`config.mk`:
```
export PLATFORM = sky130hd
export DESIGN_NAME = rv32_issue_ctrl
export DESIGN_NICKNAME = d
export VERILOG_FILES = /design/src/rtl/rv32_issue_ctrl.sv
export SDC_FILE = /design/constraint.sdc
export NUM_CORES = 1
export LEC_CHECK = 0
export CAP_MARGIN = 20
export CORE_MARGIN = 2
export CORE_UTILIZATION = 30
export DETAILED_ROUTE_END_ITERATION = 16
export GPL_TIMING_DRIVEN = 0
export PLACE_DENSITY_LB_ADDON = 0.12
export REMOVE_ABC_BUFFERS = 1
export SYNTH_ARGS = -nofsm -noshare
export SYNTH_HDL_FRONTEND = slang
export SYNTH_SLANG_ARGS = --single-unit
```
`constraint.sdc`:
```
create_clock -name clk -period 12.2 [get_ports clk]
set_input_delay 3.66 -clock clk [delete_from_list [all_inputs] [get_ports clk]]
set_output_delay 3.66 -clock clk [all_outputs]
set_load 0.01 [all_outputs]
```
`src/rtl/rv32_issue_ctrl.sv`:
```
// Issue controller between decode and execute: register scoreboard, RAW/WAW
// hazard stalls, redirect/flush sequencing and a saturating stall counter.
module rv32_issue_ctrl #(
  parameter int FLUSH_CYCLES = 2,
  parameter int CNT_W        = 32
) (
  input  logic              clk,
  input  logic              resetn,
  input  logic              id_valid,
  input  logic [4:0]        id_rs1,
  input  logic [4:0]        id_rs2,
  input  logic              id_rs1_used,
  input  logic              id_rs2_used,
  input  logic [4:0]        id_rd,
  input  logic              id_rd_write,
  input  logic              wb_valid,
  input  logic [4:0]        wb_rd,
  input  logic              ex_redirect,
  input  logic [31:0]       ex_redirect_pc,
  output logic              issue,
  output logic              stall_fetch,
  output logic              stall_decode,
  output logic              flush_decode,
  output logic              pc_load,
  output logic [31:0]       pc_next,
  output logic [31:0]       busy_regs,
  output logic [CNT_W-1:0]  stall_count
);

  typedef enum logic [0:0] {
    S_RUN   = 1'b0,
    S_FLUSH = 1'b1
  } state_t;

  localparam logic [3:0] FCNT_RELOAD = 4'(FLUSH_CYCLES - 1);

  state_t           r_state;
  state_t           w_state_nxt;
  logic [3:0]       r_fcnt;
  logic [3:0]       w_fcnt_nxt;
  logic [31:0]      r_busy;
  logic [31:0]      w_busy_nxt;
  logic [CNT_W-1:0] r_stall_cnt;

  logic w_pend_rs1;
  logic w_pend_rs2;
  logic w_pend_rd;
  logic w_hazard;
  logic w_issue;
  logic w_stall;
  logic w_flush;
  logic w_pc_load;

  // A writeback landing this cycle is already visible (write-through regfile).
  assign w_pend_rs1 = (id_rs1 != 5'd0) & r_busy[id_rs1] & ~(wb_valid & (wb_rd == id_rs1));
  assign w_pend_rs2 = (id_rs2 != 5'd0) & r_busy[id_rs2] & ~(wb_valid & (wb_rd == id_rs2));
  assign w_pend_rd  = (id_rd  != 5'd0) & r_busy[id_rd]  & ~(wb_valid & (wb_rd == id_rd));
  assign w_hazard   = id_valid & ((id_rs1_used & w_pend_rs1) |
                                  (id_rs2_used & w_pend_rs2) |
                                  (id_rd_write & w_pend_rd));

  // Next-state and control outputs; a redirect always beats a hazard stall.
  always_comb begin
    w_state_nxt = r_state;
    w_fcnt_nxt  = r_fcnt;
    w_issue     = 1'b0;
    w_stall     = 1'b0;
    w_flush     = 1'b0;
    w_pc_load   = 1'b0;
    case (r_state)
      S_RUN: begin
        if (ex_redirect) begin
          w_pc_load = 1'b1;
          w_flush   = 1'b1;
          if (FLUSH_CYCLES > 1) begin
            w_state_nxt = S_FLUSH;
            w_fcnt_nxt  = FCNT_RELOAD;
          end else begin
            w_fcnt_nxt  = 4'd0;
          end
        end else if (w_hazard) begin
          w_stall = 1'b1;
        end else begin
          w_issue = id_valid;
        end
      end
      S_FLUSH: begin
        w_flush = 1'b1;
        if (ex_redirect) begin
          w_pc_load  = 1'b1;
          w_fcnt_nxt = FCNT_RELOAD;
        end else if (r_fcnt <= 4'd1) begin
          w_state_nxt = S_RUN;
          w_fcnt_nxt  = 4'd0;
        end else begin
          w_fcnt_nxt  = r_fcnt - 4'd1;
        end
      end
      default: begin
        w_state_nxt = S_RUN;
        w_fcnt_nxt  = 4'd0;
      end
    endcase
    if (!resetn) begin
      w_issue   = 1'b0;
      w_stall   = 1'b0;
      w_flush   = 1'b0;
      w_pc_load = 1'b0;
    end else begin
      w_issue   = w_issue;
    end
  end

  // Scoreboard next value: clear first so a same-register set wins.
  always_comb begin
    w_busy_nxt = r_busy;
    if (wb_valid) begin
      w_busy_nxt[wb_rd] = 1'b0;
    end else begin
      w_busy_nxt = w_busy_nxt;
    end
    if (w_issue && id_rd_write && (id_rd != 5'd0)) begin
      w_busy_nxt[id_rd] = 1'b1;
    end else begin
      w_busy_nxt = w_busy_nxt;
    end
    w_busy_nxt[0] = 1'b0;
  end

  // State, scoreboard and saturating stall counter registers.
  always_ff @(posedge clk) begin
    if (!resetn) begin
      r_state     <= S_RUN;
      r_fcnt      <= 4'd0;
      r_busy      <= 32'd0;
      r_stall_cnt <= '0;
    end else begin
      r_state <= w_state_nxt;
      r_fcnt  <= w_fcnt_nxt;
      r_busy  <= w_busy_nxt;
      if (w_stall && !(&r_stall_cnt)) begin
        r_stall_cnt <= r_stall_cnt + CNT_W'(1);
      end
    end
  end

  assign issue        = w_issue;
  assign stall_fetch  = w_stall;
  assign stall_decode = w_stall;
  assign flush_decode = w_flush;
  assign pc_load      = w_pc_load;
  assign pc_next      = ex_redirect_pc;
  assign busy_regs    = r_busy;
  assign stall_count  = r_stall_cnt;

endmodule

```
# [After elaboration in Yosys (flattened, before gate mapping)]
# Index checks and enable logic that the tools add are counted.
[op_classes] n_mul=0 mux=31 shift=0 div=0 n_bitwise=22 reduce_logical=10 magnitude_cmp=7 add_sub_neg=2 eq_ne=4
[op_table] cell="$mux 32" n=2
[op_table] cell="$add 32x1->32 const B" n=1
[op_table] cell="$and 32x32->32" n=1
[op_table] cell="$not 32->32" n=1
[op_table] cell="$or 32x32->32" n=1
[op_table] cell="$reduce_and 32->1" n=1
[op_table] cell="$lt 5x6->1 const B" n=4
[op_table] cell="$mux 1" n=18
[op_table] cell="$bmux 1 s5" n=3
[op_table] cell="$eq 5x5->1" n=3
[op_table] cell="$reduce_bool 5->1" n=3
[op_table] cell="$and 1x1->1" n=13
[op_table] cell="$mux 4" n=3
[op_table] cell="$demux 1 s5" n=2
[op_table] cell="$ge 5x1->1 const B" n=2
[op_table] cell="$pmux 4 s2" n=1
[op_table] cell="$logic_and 1x1->1" n=5
[op_table] cell="$le 4x1->1 const B" n=1
[op_table] cell="$not 1->1" n=4
[op_table] cell="$pmux 1 s2" n=2
[op_table] cell="$sub 4x1->4 const B" n=1
[op_table] cell="$ne 2x2->1 const B" n=1
[op_table] cell="$or 1x1->1" n=2
[op_table] cell="$logic_not 1->1" n=1
[word_totals] latchBits=0 ramBits=0 romBits=0 in_bits=60 memories=0 regBits=69 wordCells=81

# [Depth between registers and ports, before layout]
[depth] depth_word=15 mapped_depth=13

# [Worst setup path before layout]
# OpenSTA, ideal clock, no wires.
[synth_path] kind="input -> output" start="in id_rs1[0]" end="out stall_fetch" cell_stages=10 slack_ps=2902 required_time_ps=8540 t_arrival_ps=5638 path_buffers=4 cell_sequence="buf_6 mux4_2 nor2b_1 o2111a_1 a221oi_2 or2_0 buf_2 buf_6 inv_1 buf_4"
[synth_between] elab_chain_cells=12 word_cells_on_any_way=16 classes_between="eq/ne: 1; mux: 6; bitwise: 8; reduce/logical: 1"
[synth_lines] item="start, declared" line_no="10" text="input logic [4:0] id_rs1,"
[synth_lines] item="$bmux 1 s5 / $eq 5x5->1 (equally long branches)" line_no="55" text="assign w_pend_rs1 = (id_rs1 != 5'd0) & r_busy[id_rs1] & ~(wb_valid & (wb_rd == id_rs1));"
[synth_lines] item="$mux 1 (implied by the code) / $and 1x1->1 (equally long branches)" line_no="55"
[synth_lines] item="$and 1x1->1 / $not 1->1 (equally long branches)" line_no="55"
[synth_lines] item="$and 1x1->1 *" line_no="55"
[synth_lines] item="$and 1x1->1 *" line_no="58" text="assign w_hazard = id_valid & ((id_rs1_used & w_pend_rs1) |"
[synth_lines] item="$or 1x1->1 *" line_no="58"
[synth_lines] item="$or 1x1->1 *" line_no="59" text="(id_rs2_used & w_pend_rs2) |"
[synth_lines] item="$and 1x1->1 *" line_no="58"
[synth_lines] item="$mux 1 *" line_no="81" text="end else if (w_hazard) begin"
[synth_lines] item="$mux 1 *" line_no="72" text="if (ex_redirect) begin"
[synth_lines] item="$mux 1 *" line_no="70" text="case (r_state)"
[synth_lines] item="$mux 1 *" line_no="104" text="if (!resetn) begin"
[synth_lines] item="end, declared" line_no="21" text="output logic stall_fetch,"
# Every way passes the cells marked *; elsewhere a longest branch is shown, timed or not. The select of a mux whose other input is x is not followed.

# [Final worst setup path]
[layout_path] start="in id_rs1[0]" end="out stall_decode"
[layout_between] elab_chain_cells=12 word_cells_on_any_way=16 classes_between="eq/ne: 1; mux: 6; bitwise: 8; reduce/logical: 1"
[layout_lines] item="$bmux 1 s5 / $eq 5x5->1 (equally long branches)" line_no="55"
[layout_lines] item="$mux 1 (implied by the code) / $and 1x1->1 (equally long branches)" line_no="55"
[layout_lines] item="$and 1x1->1 / $not 1->1 (equally long branches)" line_no="55"
[layout_lines] item="$and 1x1->1 *" line_no="55"
[layout_lines] item="$and 1x1->1 *" line_no="58"
[layout_lines] item="$or 1x1->1 *" line_no="58"
[layout_lines] item="$or 1x1->1 *" line_no="59"
[layout_lines] item="$and 1x1->1 *" line_no="58"
[layout_lines] item="$mux 1 *" line_no="81"
[layout_lines] item="$mux 1 *" line_no="72"
[layout_lines] item="$mux 1 *" line_no="70"
[layout_lines] item="$mux 1 *" line_no="104"
[layout_lines] item="end, declared" line_no="22" text="output logic stall_decode,"
# Marked as above.

==> flow_summary.ini <==
[die]
core_area_um2 = 15090
start_util_pct = 30.44
rows = 45
dieArea_um2 = 16320
die_h_um = 127.7
die_w_um = 127.7
num_io_pins = 161

[critical_path]
reg2reg_from = busy_regs[19]
cp-end-kind = output pin
path_class = input pin to output pin
worst_ep_required_time_ns = 8.54
worstPathArrival_ns = 7.59
critPathLaunchType = input pin
reg2regPathDepth = 7
path_max_fanout = 13
ff2ff_setup_slack_ns = 9.02
r2r-end = busy_regs[28]

[layout]
fin_util_pct = 37.44
design_area_um2 = 5649
nFillCells = 1523
regArea_um2 = 1361
nets = 626
area_delta_synth_final_pct = 22.99
multi_input_area_um2 = 2749
diodes = 0
drive_above_1_share_pct = 9.187

[clock_tree]
clock_latency_ns = 0.34
cts_resized = 0
cts_hold_buf = 0
cts_tree = done
clk_pin_slew_ns = 0.05
cts_made_buffers = 9
clkSinkCount = 68
cts_buffer_depth = 2
cts_root_buffer = clkbuf_16
postCtsSetupRepairBufs = 0
htreeDepth = 3

[detailed_routing]
ant_nets = 0
first_pass_iters = 5
vias_per_cell = 5.824
num_vias = 4391
wire_per_inst_um = 21.15
drt_iter0_markers = 327
wirelength_um = 15950
drc = 0

[power_and_ir_drop]
intPower_w = 0.0003867
total_leakage_power_nw = 1.875
power_switching_w = 0.0001310
ir_worst_vdd_v = 0.00006371
sw_frac_of_total_pct = 25.31
power_frac_comb_pct = 11.2
p_per_area_nw_per_um2 = 91.63
p_clk_share_pct = 45.5
p_seq_share_pct = 43.3

[place]
place_congestion = 0.8625
hpwl_um = 11620
io_buffers = 95
place_area_um2 = 5375

[logic_synthesis]
synth_seq_area_share_pct = 29.64
synth_seq_cells = 68
synth-async-reset-ratio_pct = 0
synth.distinct_cells = 58
synthesis.area_um2 = 4593
ys.flop_type = dfxtp_1
syn_avg_cell_area_um2 = 8.799
syn_inst = 522
yosysWarnings = 0
synth_edf_count = 0

[hold_path]
holdCritStartpoint = stall_count[26]
hold_path.class = register to register
holdPathEnd = stall_count[26]
holdPathStages = 2

[timing]
hold_violations = 0
final_max_slew_viol_count = 0
finalSetupViolCount = 0
period_minus_slack_ns = 11.25
max_freq_mhz = 88.88
worst_pin_slew_ns = 0.7997
rsz0062_at_grt = false
hold_slack_ns = 0.4863
fin_crit_sh_pct = 92.23
tns_ns = 0
slew_headroom_pct = 46.19
fin_skew_ns = 0.007670

[grt]
antenna_found_initial = 0
grtUsageTotal_pct = 19.23
grt_max_degree = 42
grt_pass1_wl_um = 23950
grt_pass1_vias = 4135
grt-ovfl-total = 0

[run_status]
status = complete, no violations

[job]
maxCapViolCount = 0
-- layer usage --
metal / part of all wire (%) / routed length (µm) / vias to the layer above / track usage [%]
li1: - / - / 1996 / -
met1: 47 / 7468 / 2195 / 26.88
met2: 44 / 7036 / 173 / 27.30
met3: 7.5 / 1198 / 27 / 6.093
met4: 1.5 / 244 / 0 / 7.692
met5: 0 / 0 / - / 0.9288
-- layout make-up --
cell class | instances | share of cell area [%]
clock buffer | 12 | 4.363
timing repair buffer | 99 | 17.76
tap | 188 | 4.164
multi-input combinational | 374 | 48.66
clock inverter | 2 | 0.2215
sequential | 68 | 24.10
inverter | 11 | 0.7309
-- worst max-delay path by stage --
stage	from	end	slack (ns)	depth (start not counted)
finish	id_rs1[0]	stall_decode	0.95	9
global placement	resetn	stall_fetch	0.14	6
detailed placement	id_rd[0]	stall_decode	0.58	9
global route	id_rs1[0]	stall_decode	0.78	10
floorplan	id_rs1[0]	stall_decode	2.72	6
CTS	id_rd[0]	stall_decode	0.57	9
-- cell usage after synthesis (4+ instances only) --
master | number | share of area, %
mux4_2 | 11 | 5.4
a21oi_1 | 14 | 1.5
o21ai_2 | 4 | 0.76
nand3_1 | 23 | 2.5
mux2i_1 | 36 | 7.8
o211ai_1 | 29 | 4.7
nand2_1 | 42 | 3.4
buf_2 | 7 | 0.76
nor4_1 | 14 | 1.9
or3_1 | 6 | 0.82
nand2b_1 | 18 | 2.5
buf_6 | 6 | 1.5
or2_2 | 4 | 0.54
nand3b_1 | 11 | 1.8
clkbuf_1 | 19 | 1.6
inv_1 | 11 | 0.90
dfxtp_1 | 68 | 30
o21ai_0 | 12 | 1.3
buf_4 | 37 | 6.0
o22ai_1 | 4 | 0.54
o31ai_1 | 6 | 0.98
or4_1 | 5 | 0.82
nor2_1 | 25 | 2.0
mux2_2 | 4 | 0.98
xor2_1 | 8 | 1.5
o21ai_1 | 12 | 1.3
or3b_2 | 4 | 0.76
mux4_1 | 4 | 2.3
and3_1 | 7 | 0.95
nor3_1 | 9 | 0.98
xnor2_1 | 9 | 1.7
o41ai_1 | 6 | 1.1
nand4_1 | 10 | 1.4
-- power by group through the flow --
stage	combinational [W]	clock, W	sequential (W)
2_1_floorplan	0.0000234	0	0.000229
3_3_place_gp	0.0000557	0	0.000229
3_5_place_dp	0.0000571	0	0.000229
4_1_cts	0.0000572	0.000242	0.000224
5_1_grt	0.0000617	0.000253	0.000224
6_report	0.0000581	0.000235	0.000224
-- state kept, by name (all words and copies together) (netlist names) --
signal	cells
r_state	1
busy_regs	31
r_fcnt	4
stall_count	32
-- kinds of logic (layout without fill, tap and decap cells) --
logic type / after synthesis / in the layout / synth area share [%]
simple gates: 193 / 193 / 23.10
compound gates: 105 / 105 / 15.88
buf+inv: 80 / 124 / 10.73
flops: 68 / 68 / 29.64
mux: 55 / 55 / 16.51
xor+xnor: 17 / 17 / 3.242
fa+ha+maj: 3 / 3 / 0.8173
other cells: 1 / 1 / 0.08164
-- through the flow --
step           cells  setup slack (ns)  total power, W
2_1_floorplan    453             2.716       0.0002521
3_3_place_gp     736            0.1391       0.0002846
3_5_place_dp     739            0.5767       0.0002860
4_1_cts          753            0.5743       0.0005237
5_1_grt          754            0.7837       0.0005384
6_report         754            0.9483       0.0005177
-- worst max-delay path: stages --
cell and delay, ns:
clkdlybuf4s50_1 0.92, mux4_2 0.58, nor2b_1 0.15, o2111a_1 0.29, a221oi_2 0.54, or2_0 0.63
buf_6 0.24, inv_1 0.09, clkdlybuf4s50_1 0.48
-- cell usage in the layout, fill, tap and decap left out, types with 3 or more instances in the layout --
master and n:
ha_1 3, or2_2 4, a31oi_1 3, nand2_1 42
o21ai_2 4, o41ai_1 6, a21oi_1 14, o21ai_1 12
nand4_1 10, or3b_2 4, clkdlybuf4s50_1 94, nand3_1 23
or4_4 3, dfxtp_1 68, nand3b_1 11, clkbuf_16 9
nor2_1 25, nor3_1 7, nor4_1 14, o22ai_1 4
and3_1 7, mux4_2 11, o21ai_0 12, mux2i_1 36
mux2_2 4, or3_1 6, xor2_1 8, nand2b_1 18
a32o_1 3, or4_1 5, inv_1 11, o31ai_1 6
o211ai_1 29, mux4_1 4, xnor2_1 9
(Power assumes the default switching activity.)
